`config.mk`:
```
export PLATFORM = sky130hd
export DESIGN_NAME = gpup_cmd_issuer
export DESIGN_NICKNAME = d
export VERILOG_FILES = /design/src/rtl/gpup_pkg.sv /design/src/rtl/gpup_cmd_fifo.sv /design/src/rtl/gpup_cmd_issuer.sv
export SDC_FILE = /design/constraint.sdc
export NUM_CORES = 1
export LEC_CHECK = 0
export ABC_AREA = 1
export CAP_MARGIN = 20
export CORE_MARGIN = 2
export CORE_UTILIZATION = 55
export CTS_CLUSTER_SIZE = 24
export DETAILED_ROUTE_END_ITERATION = 10
export PLACE_DENSITY = 0.95
export SYNTH_ARGS = -nofsm -noshare
export SYNTH_HDL_FRONTEND = slang
export SYNTH_HIERARCHICAL = 1
export SYNTH_SLANG_ARGS = --single-unit
```
`constraint.sdc`:
```
create_clock -name clk -period 7.4 [get_ports clk]
set_clock_uncertainty 0.1 [all_clocks]
set_input_delay 1.48 -clock clk [delete_from_list [all_inputs] [get_ports clk]]
set_output_delay 1.48 -clock clk [all_outputs]
set_load 0.05 [all_outputs]
```
`src/rtl/gpup_pkg.sv`:
```
// Shared definitions for the posit vector processor command issuer: opcodes, issuer
// states and error-flag bit positions.
package gpup_pkg;

    localparam logic [3:0] OP_LOAD     = 4'b0001;
    localparam logic [3:0] OP_STORE    = 4'b0010;
    localparam logic [3:0] OP_ADD      = 4'b0011;
    localparam logic [3:0] OP_SUB      = 4'b0100;
    localparam logic [3:0] OP_MUL      = 4'b0101;
    localparam logic [3:0] OP_BLOCKDIM = 4'b0110;
    localparam logic [3:0] OP_GBWR     = 4'b0111;
    localparam logic [3:0] OP_GBRD     = 4'b1000;

    typedef enum logic [1:0] {
        StIdle,
        StIssue,
        StWait
    } issuer_state_e;

    localparam int unsigned ERR_TIMEOUT  = 0;
    localparam int unsigned ERR_ILLEGAL  = 1;
    localparam int unsigned ERR_SPURIOUS = 2;

    function automatic logic op_legal(input logic [3:0] op);
        return op inside {OP_LOAD, OP_STORE, OP_ADD, OP_SUB, OP_MUL, OP_BLOCKDIM, OP_GBWR,
                          OP_GBRD};
    endfunction

endpackage

```
`src/rtl/gpup_cmd_fifo.sv`:
```
// Show-ahead command FIFO, 32-bit entries; a push is accepted while full when a pop
// happens in the same cycle.
module gpup_cmd_fifo #(
    parameter int unsigned FIFO_DEPTH = 4
) (
    input  logic        clk,
    input  logic        rst,
    input  logic        push_i,
    input  logic [31:0] wdata_i,
    input  logic        pop_i,
    output logic [31:0] rdata_o,
    output logic        full_o,
    output logic        empty_o
);

    localparam int unsigned AW = (FIFO_DEPTH > 1) ? $clog2(FIFO_DEPTH) : 1;
    localparam logic [AW:0] FULL_CNT = (AW + 1)'(FIFO_DEPTH);

    logic [31:0]   mem_q [FIFO_DEPTH];
    logic [AW-1:0] wr_ptr_q, wr_ptr_d;
    logic [AW-1:0] rd_ptr_q, rd_ptr_d;
    logic [AW:0]   count_q, count_d;
    logic          do_push, do_pop;

    assign full_o  = (count_q == FULL_CNT);
    assign empty_o = (count_q == '0);
    assign do_pop  = pop_i && !empty_o;
    assign do_push = push_i && (!full_o || do_pop);
    assign rdata_o = mem_q[rd_ptr_q];

    always_comb begin
        wr_ptr_d = wr_ptr_q;
        rd_ptr_d = rd_ptr_q;
        count_d  = count_q;
        if (do_push) wr_ptr_d = wr_ptr_q + 1'b1;
        if (do_pop)  rd_ptr_d = rd_ptr_q + 1'b1;
        case ({do_push, do_pop})
            2'b10:   count_d = count_q + 1'b1;
            2'b01:   count_d = count_q - 1'b1;
            default: count_d = count_q;
        endcase
    end

    always_ff @(posedge clk or negedge rst) begin
        if (!rst) begin
            wr_ptr_q <= '0;
            rd_ptr_q <= '0;
            count_q  <= '0;
        end else begin
            wr_ptr_q <= wr_ptr_d;
            rd_ptr_q <= rd_ptr_d;
            count_q  <= count_d;
        end
    end

    // Storage needs no reset: entries are only read once count_q covers them.
    always_ff @(posedge clk) begin
        if (do_push) mem_q[wr_ptr_q] <= wdata_i;
    end

endmodule

```
`src/rtl/gpup_cmd_issuer.sv`:
```
// Command bus initiator: buffers host commands and issues them one at a time to the
// posit processor. Optional perf counters under `GPUP_ISSUER_PERF_EN.
module gpup_cmd_issuer
    import gpup_pkg::*;
#(
    parameter int unsigned FIFO_DEPTH     = 4,
    parameter int unsigned TIMEOUT_CYCLES = 256,
    parameter logic [31:0] BASE_ADDR      = 32'h0000_0000
) (
    input  logic        clk,
    input  logic        rst,
    input  logic        cmd_valid_i,
    output logic        cmd_ready_o,
    input  logic [31:0] cmd_data_i,
    output logic        rsp_valid_o,
    input  logic        rsp_ready_i,
    output logic [31:0] rsp_data_o,
    output logic        gpup_req_o,
    output logic [31:0] gpup_addr_o,
    output logic [31:0] gpup_wdata_o,
    input  logic        gpup_rvalid_i,
    input  logic [31:0] gpup_rdata_i,
    output logic        busy_o,
    output logic [2:0]  err_o,
`ifdef GPUP_ISSUER_PERF_EN
    output logic [31:0] perf_cmds_o,
    output logic [31:0] perf_wait_o,
`endif
    input  logic        err_clr_i
);

    localparam int unsigned CW = $clog2(TIMEOUT_CYCLES + 1);
    localparam logic [CW-1:0] TO_LAST = CW'(TIMEOUT_CYCLES - 1);

    issuer_state_e state_q, state_d;
    logic [31:0]   wdata_q, wdata_d;
    logic          req_q, req_d;
    logic          is_rd_q, is_rd_d;
    logic [CW-1:0] cnt_q, cnt_d;
    logic          rsp_valid_q, rsp_valid_d;
    logic [31:0]   rsp_data_q, rsp_data_d;
    logic [2:0]    err_q, err_d;

    logic [31:0]   fifo_head;
    logic          fifo_full, fifo_empty, fifo_pop;
    logic [3:0]    head_op;
    logic          complete;
    logic          unused_rdata_hi;

    gpup_cmd_fifo #(
        .FIFO_DEPTH(FIFO_DEPTH)
    ) u_fifo (
        .clk    (clk),
        .rst    (rst),
        .push_i (cmd_valid_i),
        .wdata_i(cmd_data_i),
        .pop_i  (fifo_pop),
        .rdata_o(fifo_head),
        .full_o (fifo_full),
        .empty_o(fifo_empty)
    );

    assign head_op         = fifo_head[31:28];
    assign unused_rdata_hi = ^gpup_rdata_i[31:16];

    always_comb begin
        state_d     = state_q;
        wdata_d     = wdata_q;
        req_d       = 1'b0;
        is_rd_d     = is_rd_q;
        cnt_d       = cnt_q;
        rsp_valid_d = rsp_valid_q && !rsp_ready_i;
        rsp_data_d  = rsp_data_q;
        err_d       = err_clr_i ? 3'b000 : err_q;
        fifo_pop    = 1'b0;
        complete    = 1'b0;

        unique case (state_q)
            StIdle: begin
                if (gpup_rvalid_i) err_d[ERR_SPURIOUS] = 1'b1;
                if (!fifo_empty) begin
                    if (!op_legal(head_op)) begin
                        fifo_pop           = 1'b1;
                        err_d[ERR_ILLEGAL] = 1'b1;
                    end else if (!(head_op == OP_GBRD && rsp_valid_q)) begin
                        fifo_pop = 1'b1;
                        wdata_d  = fifo_head;
                        req_d    = 1'b1;
                        is_rd_d  = (head_op == OP_GBRD);
                        state_d  = StIssue;
                    end
                end
            end
            StIssue: begin
                cnt_d = '0;
                if (gpup_rvalid_i) complete = 1'b1;
                else               state_d  = StWait;
            end
            StWait: begin
                if (gpup_rvalid_i) begin
                    complete = 1'b1;
                end else if (cnt_q == TO_LAST) begin
                    err_d[ERR_TIMEOUT] = 1'b1;
                    state_d            = StIdle;
                end else begin
                    cnt_d = cnt_q + 1'b1;
                end
            end
            default: state_d = StIdle;
        endcase

        // A held result never collides with a new one: reads wait in IDLE while one is held.
        if (complete) begin
            state_d = StIdle;
            if (is_rd_q) begin
                rsp_valid_d = 1'b1;
                rsp_data_d  = {16'h0000, gpup_rdata_i[15:0]};
            end
        end
    end

    always_ff @(posedge clk or negedge rst) begin
        if (!rst) begin
            state_q     <= StIdle;
            wdata_q     <= '0;
            req_q       <= 1'b0;
            is_rd_q     <= 1'b0;
            cnt_q       <= '0;
            rsp_valid_q <= 1'b0;
            rsp_data_q  <= '0;
            err_q       <= '0;
        end else begin
            state_q     <= state_d;
            wdata_q     <= wdata_d;
            req_q       <= req_d;
            is_rd_q     <= is_rd_d;
            cnt_q       <= cnt_d;
            rsp_valid_q <= rsp_valid_d;
            rsp_data_q  <= rsp_data_d;
            err_q       <= err_d;
        end
    end

`ifdef GPUP_ISSUER_PERF_EN
    logic [31:0] perf_cmds_q, perf_cmds_d;
    logic [31:0] perf_wait_q, perf_wait_d;

    always_comb begin
        perf_cmds_d = perf_cmds_q + {31'd0, complete};
        perf_wait_d = perf_wait_q + {31'd0, (state_q == StWait)};
        if (err_clr_i) begin
            perf_cmds_d = '0;
            perf_wait_d = '0;
        end
    end

    always_ff @(posedge clk or negedge rst) begin
        if (!rst) begin
            perf_cmds_q <= '0;
            perf_wait_q <= '0;
        end else begin
            perf_cmds_q <= perf_cmds_d;
            perf_wait_q <= perf_wait_d;
        end
    end

    assign perf_cmds_o = perf_cmds_q;
    assign perf_wait_o = perf_wait_q;
`endif

    assign cmd_ready_o  = !fifo_full || fifo_pop;
    assign rsp_valid_o  = rsp_valid_q;
    assign rsp_data_o   = rsp_data_q;
    assign gpup_req_o   = req_q;
    assign gpup_addr_o  = BASE_ADDR;
    assign gpup_wdata_o = wdata_q;
    assign busy_o       = !fifo_empty || (state_q != StIdle);
    assign err_o        = err_q;

endmodule

```
# == Word-level counts from Yosys, hierarchy flattened ==
# Memories as Yosys holds them, arrays and structs flattened.
# Cells that the tools add are included.
# totals
register_bits,72
ram_bits,128
inputBits,70
output_inout_bits,103
elab_cells,95
n_memories,1
# mem_list
memory,words,word_bits,rd,rd_clocked_by_memory_dff,write_ports,line_no,source
u_fifo.mem_q,4,32,1,0,1,gpup_cmd_fifo.sv:19,logic [31:0] mem_q [FIFO_DEPTH];
# classes
addsub,5
n_eq_ne,22
muxes,33
n_bitwise,2
n_reduce_logical,21
# ops
operator,count
1-bit 2-to-1 mux,19
9-bit 2-to-1 mux,2
3-bit != test (second input constant),6
9-bit case mux with 2 select lines,1
4-bit by 3-bit equality test with 1-bit output (second input constant),4
2-bit 2-to-1 mux,8
9-bit by 1-bit adder with 9-bit output (second input constant),1
9-bit by 8-bit equality test with 1-bit output (second input constant),1
4-bit by 2-bit equality test with 1-bit output (second input constant),2
8-bit nonzero test,1
2-bit case mux with 3 select lines,1
3-bit case mux with 2 select lines,1
6-bit AND reduction,1
2-bit nonzero test,3
2-bit by 1-bit adder with 2-bit output (second input constant),2
2-bit by 1-bit equality test with 1-bit output (second input constant),2
2-bit equality test (second input constant),2
4-bit by 1-bit equality test with 1-bit output (second input constant),1
4-bit equality test (second input constant),1
1-bit logical AND,4
2-bit != test (second input constant),2
4-bit AND reduction,1
3-bit by 1-bit adder with 3-bit output (second input constant),1
3-bit equality test (second input constant),1
10 further kinds,15

# == Depth between registers and ports, before layout ==
# An unclocked memory read counts as a cell.
# depth
ltp_word,12
ltp_mapped,21
mapped_depth_nobuf,18

# == Cells and area by module ==
# The synthesis kept the hierarchy.
# by_module_without_submodules
mod,n_inst,cells_per_inst,area_each_um2,seq_area_each_um2
gpup_cmd_fifo,1,366,5223.8,4018.9
gpup_cmd_issuer,1,349,3260.6,1626.6

# == Worst setup path before layout ==
# No wires, ideal clock.
# synth_timing
kind,register to register
startpoint,register u_fifo.rd_ptr_q[0]
endpoint,memory u_fifo.mem_q[0][0] (enable)
setup_ns,0.421
t_arrival_ns,3.171
required_time_ns,6.879
path_slack_ns,3.708
path_stages_with_launch,17
n_path_buf,3
synth_period_minus_slack_ns,3.692
path_cell_list,dfrtp_1 buf_4 inv_2 buf_6 buf_6 nor2_1 o22ai_1 inv_1 nand2_1 nor2_2 nand2_1 nand2_1 inv_1 nand2_1 inv_1 o21ai_4 nor2_1
# synth_between
elab_chain_len,12
elab_cells_between_ends,20
cone_classes,eq/ne (8); mux (6); reduce/logical (5); memory (1)
# synth_lines
element,line_no,source
start: declaration,gpup_cmd_fifo.sv:21,"logic [AW-1:0] rd_ptr_q, rd_ptr_d;"
start signal: assignment,gpup_cmd_fifo.sv:51,rd_ptr_q <= rd_ptr_d;
memory 4 x 32 bit (*),n/a,
net fifo_head[30],gpup_cmd_issuer.sv:44,logic [31:0] fifo_head;
4-bit equality test,"gpup_pkg.sv:25, gpup_cmd_issuer.sv:85",
1-bit logical AND,gpup_cmd_issuer.sv:85,end else if (!(head_op == OP_GBRD && rsp_valid_q)) begin
1-bit 2-to-1 mux,gpup_cmd_issuer.sv:85,
1-bit 2-to-1 mux (*),gpup_cmd_issuer.sv:82,if (!op_legal(head_op)) begin
1-bit 2-to-1 mux (*),gpup_cmd_issuer.sv:81,if (!fifo_empty) begin
1-bit 2-to-1 mux (*),gpup_cmd_issuer.sv:78,unique case (state_q)
net fifo_pop,gpup_cmd_issuer.sv:45,"logic fifo_full, fifo_empty, fifo_pop;"
1-bit logical AND (*),gpup_cmd_fifo.sv:27,assign do_pop = pop_i && !empty_o;
1-bit logical OR (*),gpup_cmd_fifo.sv:28,assign do_push = push_i && (!full_o || do_pop);
1-bit logical AND (*),gpup_cmd_fifo.sv:28,
1-bit 2-to-1 mux (*),gpup_cmd_fifo.sv:58,if (do_push) mem_q[wr_ptr_q] <= wdata_i;
1-bit 2-to-1 mux (not written as such) (*),gpup_cmd_fifo.sv:58,
end: declaration,gpup_cmd_fifo.sv:19,
# Mark *: on every way through the listed nets, which the timed path passes. The rest lies on a longest branch.

# == Worst setup path after layout ==
# layout_timing
startpoint,register u_fifo.rd_ptr_q[1]
endpoint,output cmd_ready_o
# layout_between
elab_chain_len,8
elab_cells_between_ends,16
cone_classes,eq/ne (8); mux (4); reduce/logical (3); memory (1)
# layout_lines
element,line_no,source
memory 4 x 32 bit (*),n/a,
net fifo_head[30],gpup_cmd_issuer.sv:44,
4-bit equality test,"gpup_pkg.sv:25, gpup_cmd_issuer.sv:85",
1-bit logical AND,gpup_cmd_issuer.sv:85,
1-bit 2-to-1 mux,gpup_cmd_issuer.sv:85,
1-bit 2-to-1 mux (*),gpup_cmd_issuer.sv:82,
1-bit 2-to-1 mux (*),gpup_cmd_issuer.sv:81,
1-bit 2-to-1 mux (*),gpup_cmd_issuer.sv:78,
1-bit logical OR (*),gpup_cmd_issuer.sv:171,assign cmd_ready_o = !fifo_full || fifo_pop;
end: declaration,gpup_cmd_issuer.sv:13,"output logic cmd_ready_o,"
# Marks and branches as above.

==> flow_summary.yaml <==
run_status:
  status: "finished, final reports clean"
synth:
  synth_top_cell_by_area: "edfxtp_1"
  yosysSeqAreaShare_pct: 66.5
  synth-seq-cells: 200
  yosys.cell_types.count: 36
  ys.warnings.count: 6
  synthesis.instances: 715
  mapped_avg_cell_area_um2: 11.9
  syn_area_mm2: 0.00848
  post-synth-top-area-fraction_pct: 45.3
  synth.area.top_cells: "edfxtp_1, dfrtp_1, o21ai_0, buf_4, nand2_1"
critical_path:
  cp.arrival_ns: 3.32
  worstPathMaxFanout: 34
  crit_path_end_kind: "primary output"
  cp.required_ns: 5.82
  timing.critical_path.from_type: "register"
  criticalPathCategory: "reg2out"
timing:
  fin_tns_setup_ns: 0
  f_max_mhz: 204
  final-setup-viol-count: 0
  drv_slew: 0
  final.period_utilization_pct: 66.3
  post-route-min-period_ns: 4.90
  max_slew.worst_pin.slew_ns: 1.10
  finalHoldViolations: 0
  maxSlewHeadroom_pct: 26.8
  unrepaired_setup_endpoints_after_global_routing: "false"
cells_and_area:
  most_common_cell_after_layout_fill_and_taps_aside: "edfxtp_1"
  diodes: 0
  final_cell_area_mm2: 0.0100
  layout.core_utilization_pct: 66.4
  final_cell_mix: "edfxtp_1, clkdlybuf4s50_1, nand2_1, nor2_1, o21ai_0"
  fill_cells: 1079
  num-nets-final: 893
  final_cells: 1014
  syn_to_final_growth_pct: 18.4
  share_of_final_layout_standard_cells_stronger_than_drive_strength_1_pct: 9.44
placed_design:
  port_buffers: 108
  dp.cells: 980
  dp_hpwl_mm: 10.1
  postPlaceCellArea_mm2: 0.00945
  finalWeightedCongestion: 0.805
grt:
  grt_first_pass_wirelength_mm: 27.0
  first_global_vias: 5541
  global_route.overflow_total: 0
  grt_antenna_before_repair: 0
  total_routing_usage_gr_pct: 21.6
  grt_max_degree: 73
clock_network:
  cts.path.max_buffers: 2
  htree_num_levels: 4
  postCtsHoldBufs: 0
  cts-buffers-inserted: 17
  cts.root.buffer_cell: "clkbuf_16"
  clock_slew_at_the_register_clock_pins_of_the_worst_setup_and_hold_paths_ns: 0.07
  quantity_of_gates_resized_following_cts: 0
  clock_latency_ns: 0.43
  cts.sink_count: 200
  cts_setup_buffers: 0
  tritoncts: "done"
floorplan:
  pin_count: 173
  start_util_pct: 56.0
  number_of_placement_rows: 45
  dieWidth_um: 128
  dieHeight_um: 128
  core-area_mm2: 0.0151
  overall_die_area_mm2: 0.0164
job:
  max-cap-violations: 0
detailed_routing:
  detail_route.wirelength_mm: 16.9
  wire_per_inst_um: 16.6
  vias: 5540
  drtPass1Iterations: 5
  detail-route-antenna-nets: 0
  first_iter_violations: 391
  post-route-drc-count: 0
  detail_route.vias_per_cell: 5.46
power_and_ir_drop:
  totalPowerFinal_mw: 4.71
  worst_ir_drop_vdd_mv: 0.299
  power-per-cell-area_mw_per_mm2: 468
  power.static_leakage_nw: 3.96
min_path:
  holdCritPathClass: "reg2reg"
[where the power goes]
part	total, mW	internal [mW]	leakage (nW)	switching [mW]
Clock	0.872	0.466	0.264	0.406
Combinational	2.17	0.651	1.63	1.52
Sequential	1.66	1.53	2.07	0.127
Total	4.71	2.65	3.96	2.06
[metal layers]
layer	vias to the layer above	track usage, %	part of all wire, %
li1	2576	-	-
met1	2716	25.2	40
met2	228	38.6	53
met3	20	5.26	6.0
met4	0	7.76	1.3
met5	-	0	0
[final timing paths]
path	start	endpoint	slack (ns)	cells past startpoint
max in group asynchronous	rst	u_fifo/rd_ptr_q[0]	5.44	1
hold reg to reg	err_o[0]	err_o[0]	0.40	1
setup reg to reg	u_fifo/rd_ptr_q[1]	u_fifo/mem_q[3][10]	3.72	14
min in group asynchronous	rst	cnt_q[4]	1.08	1
setup / recovery	u_fifo/rd_ptr_q[1]	cmd_ready_o	2.50	13
hold / removal	err_o[0]	err_o[0]	0.40	1
[per-stage QoR]
step           hold slack, ns  worst slack [ns]
2_1_floorplan           0.387              3.71
3_3_place_gp            0.373              2.86
3_5_place_dp            0.381              2.83
4_1_cts                 0.398              2.35
5_1_grt                 0.413              2.22
6_report                0.403              2.50
[cell families (layout without fill, tap and decap cells)]
kind of cell             count (synthesis)  after routing  synth area share (%)
AO/OA/AOI/OAI                          148            148                  9.73
adder cells (fa/ha/maj)                 10             10                  1.56
buffers and inverters                  120            184                  8.51
XOR/XNOR                                 5              5                 0.516
AND/OR/NAND/NOR                        215            215                  11.0
flip-flops                             200            200                  66.5
multiplexers                            16             16                  2.12
other                                    1             48                0.0442
[cells in the mapped netlist]
cell / number
buf_4: 49
buf_2: 7
o21ai_1: 23
edfxtp_1: 128
o21ai_4: 1
a21boi_4: 1
a32o_1: 2
nand2_1: 95
nand3_1: 12
a21oi_1: 7
ha_1: 9
inv_2: 5
inv_1: 35
mux2_2: 16
xor2_1: 3
conb_1: 1
dfrtp_1: 72
nor2_4: 1
xnor2_1: 2
nor2_1: 85
buf_6: 10
and3_1: 1
nand3_2: 3
nor2_2: 3
nor2_8: 1
o21ai_0: 77
nand4_1: 6
clkbuf_1: 11
nor4_1: 1
o22ai_1: 34
nand2_4: 2
o31ai_1: 3
nand2_2: 4
fa_1: 1
nand3_4: 1
clkbuf_2: 3
[area by class of cell]
cell class	count	area [um2]	share of cell area [%]
Clock inverter	14	124	1.23
Sequential cell	200	5650	56.2
Clock buffer	18	429	4.27
Inverter	40	150	1.49
Tap cell	188	235	2.34
Multi-Input combinational cell	442	2320	23.1
Timing Repair Buffer	112	1140	11.4
[registers in the layout, summed over array words and instances, names as in the netlist, 3 cells and up]
name,cells
u_fifo/mem_q,128
cnt_q,9
gpup_wdata_o,32
err_o,3
rsp_data_o,16
u_fifo/count_q,3
[worst max-delay path, stage by stage (launching register included)]
cell and delay, ns:
dfrtp_1 0.36, buf_4 0.25, inv_2 0.47, o21ai_1 0.13
o22ai_1 0.21, inv_1 0.11, nand2_1 0.08, nor2_2 0.05
nand2_1 0.11, nand2_1 0.07, inv_1 0.05, nand2_1 0.05
nand2_1 0.10, clkdlybuf4s50_1 0.83
(Power assumes the default switching activity.)
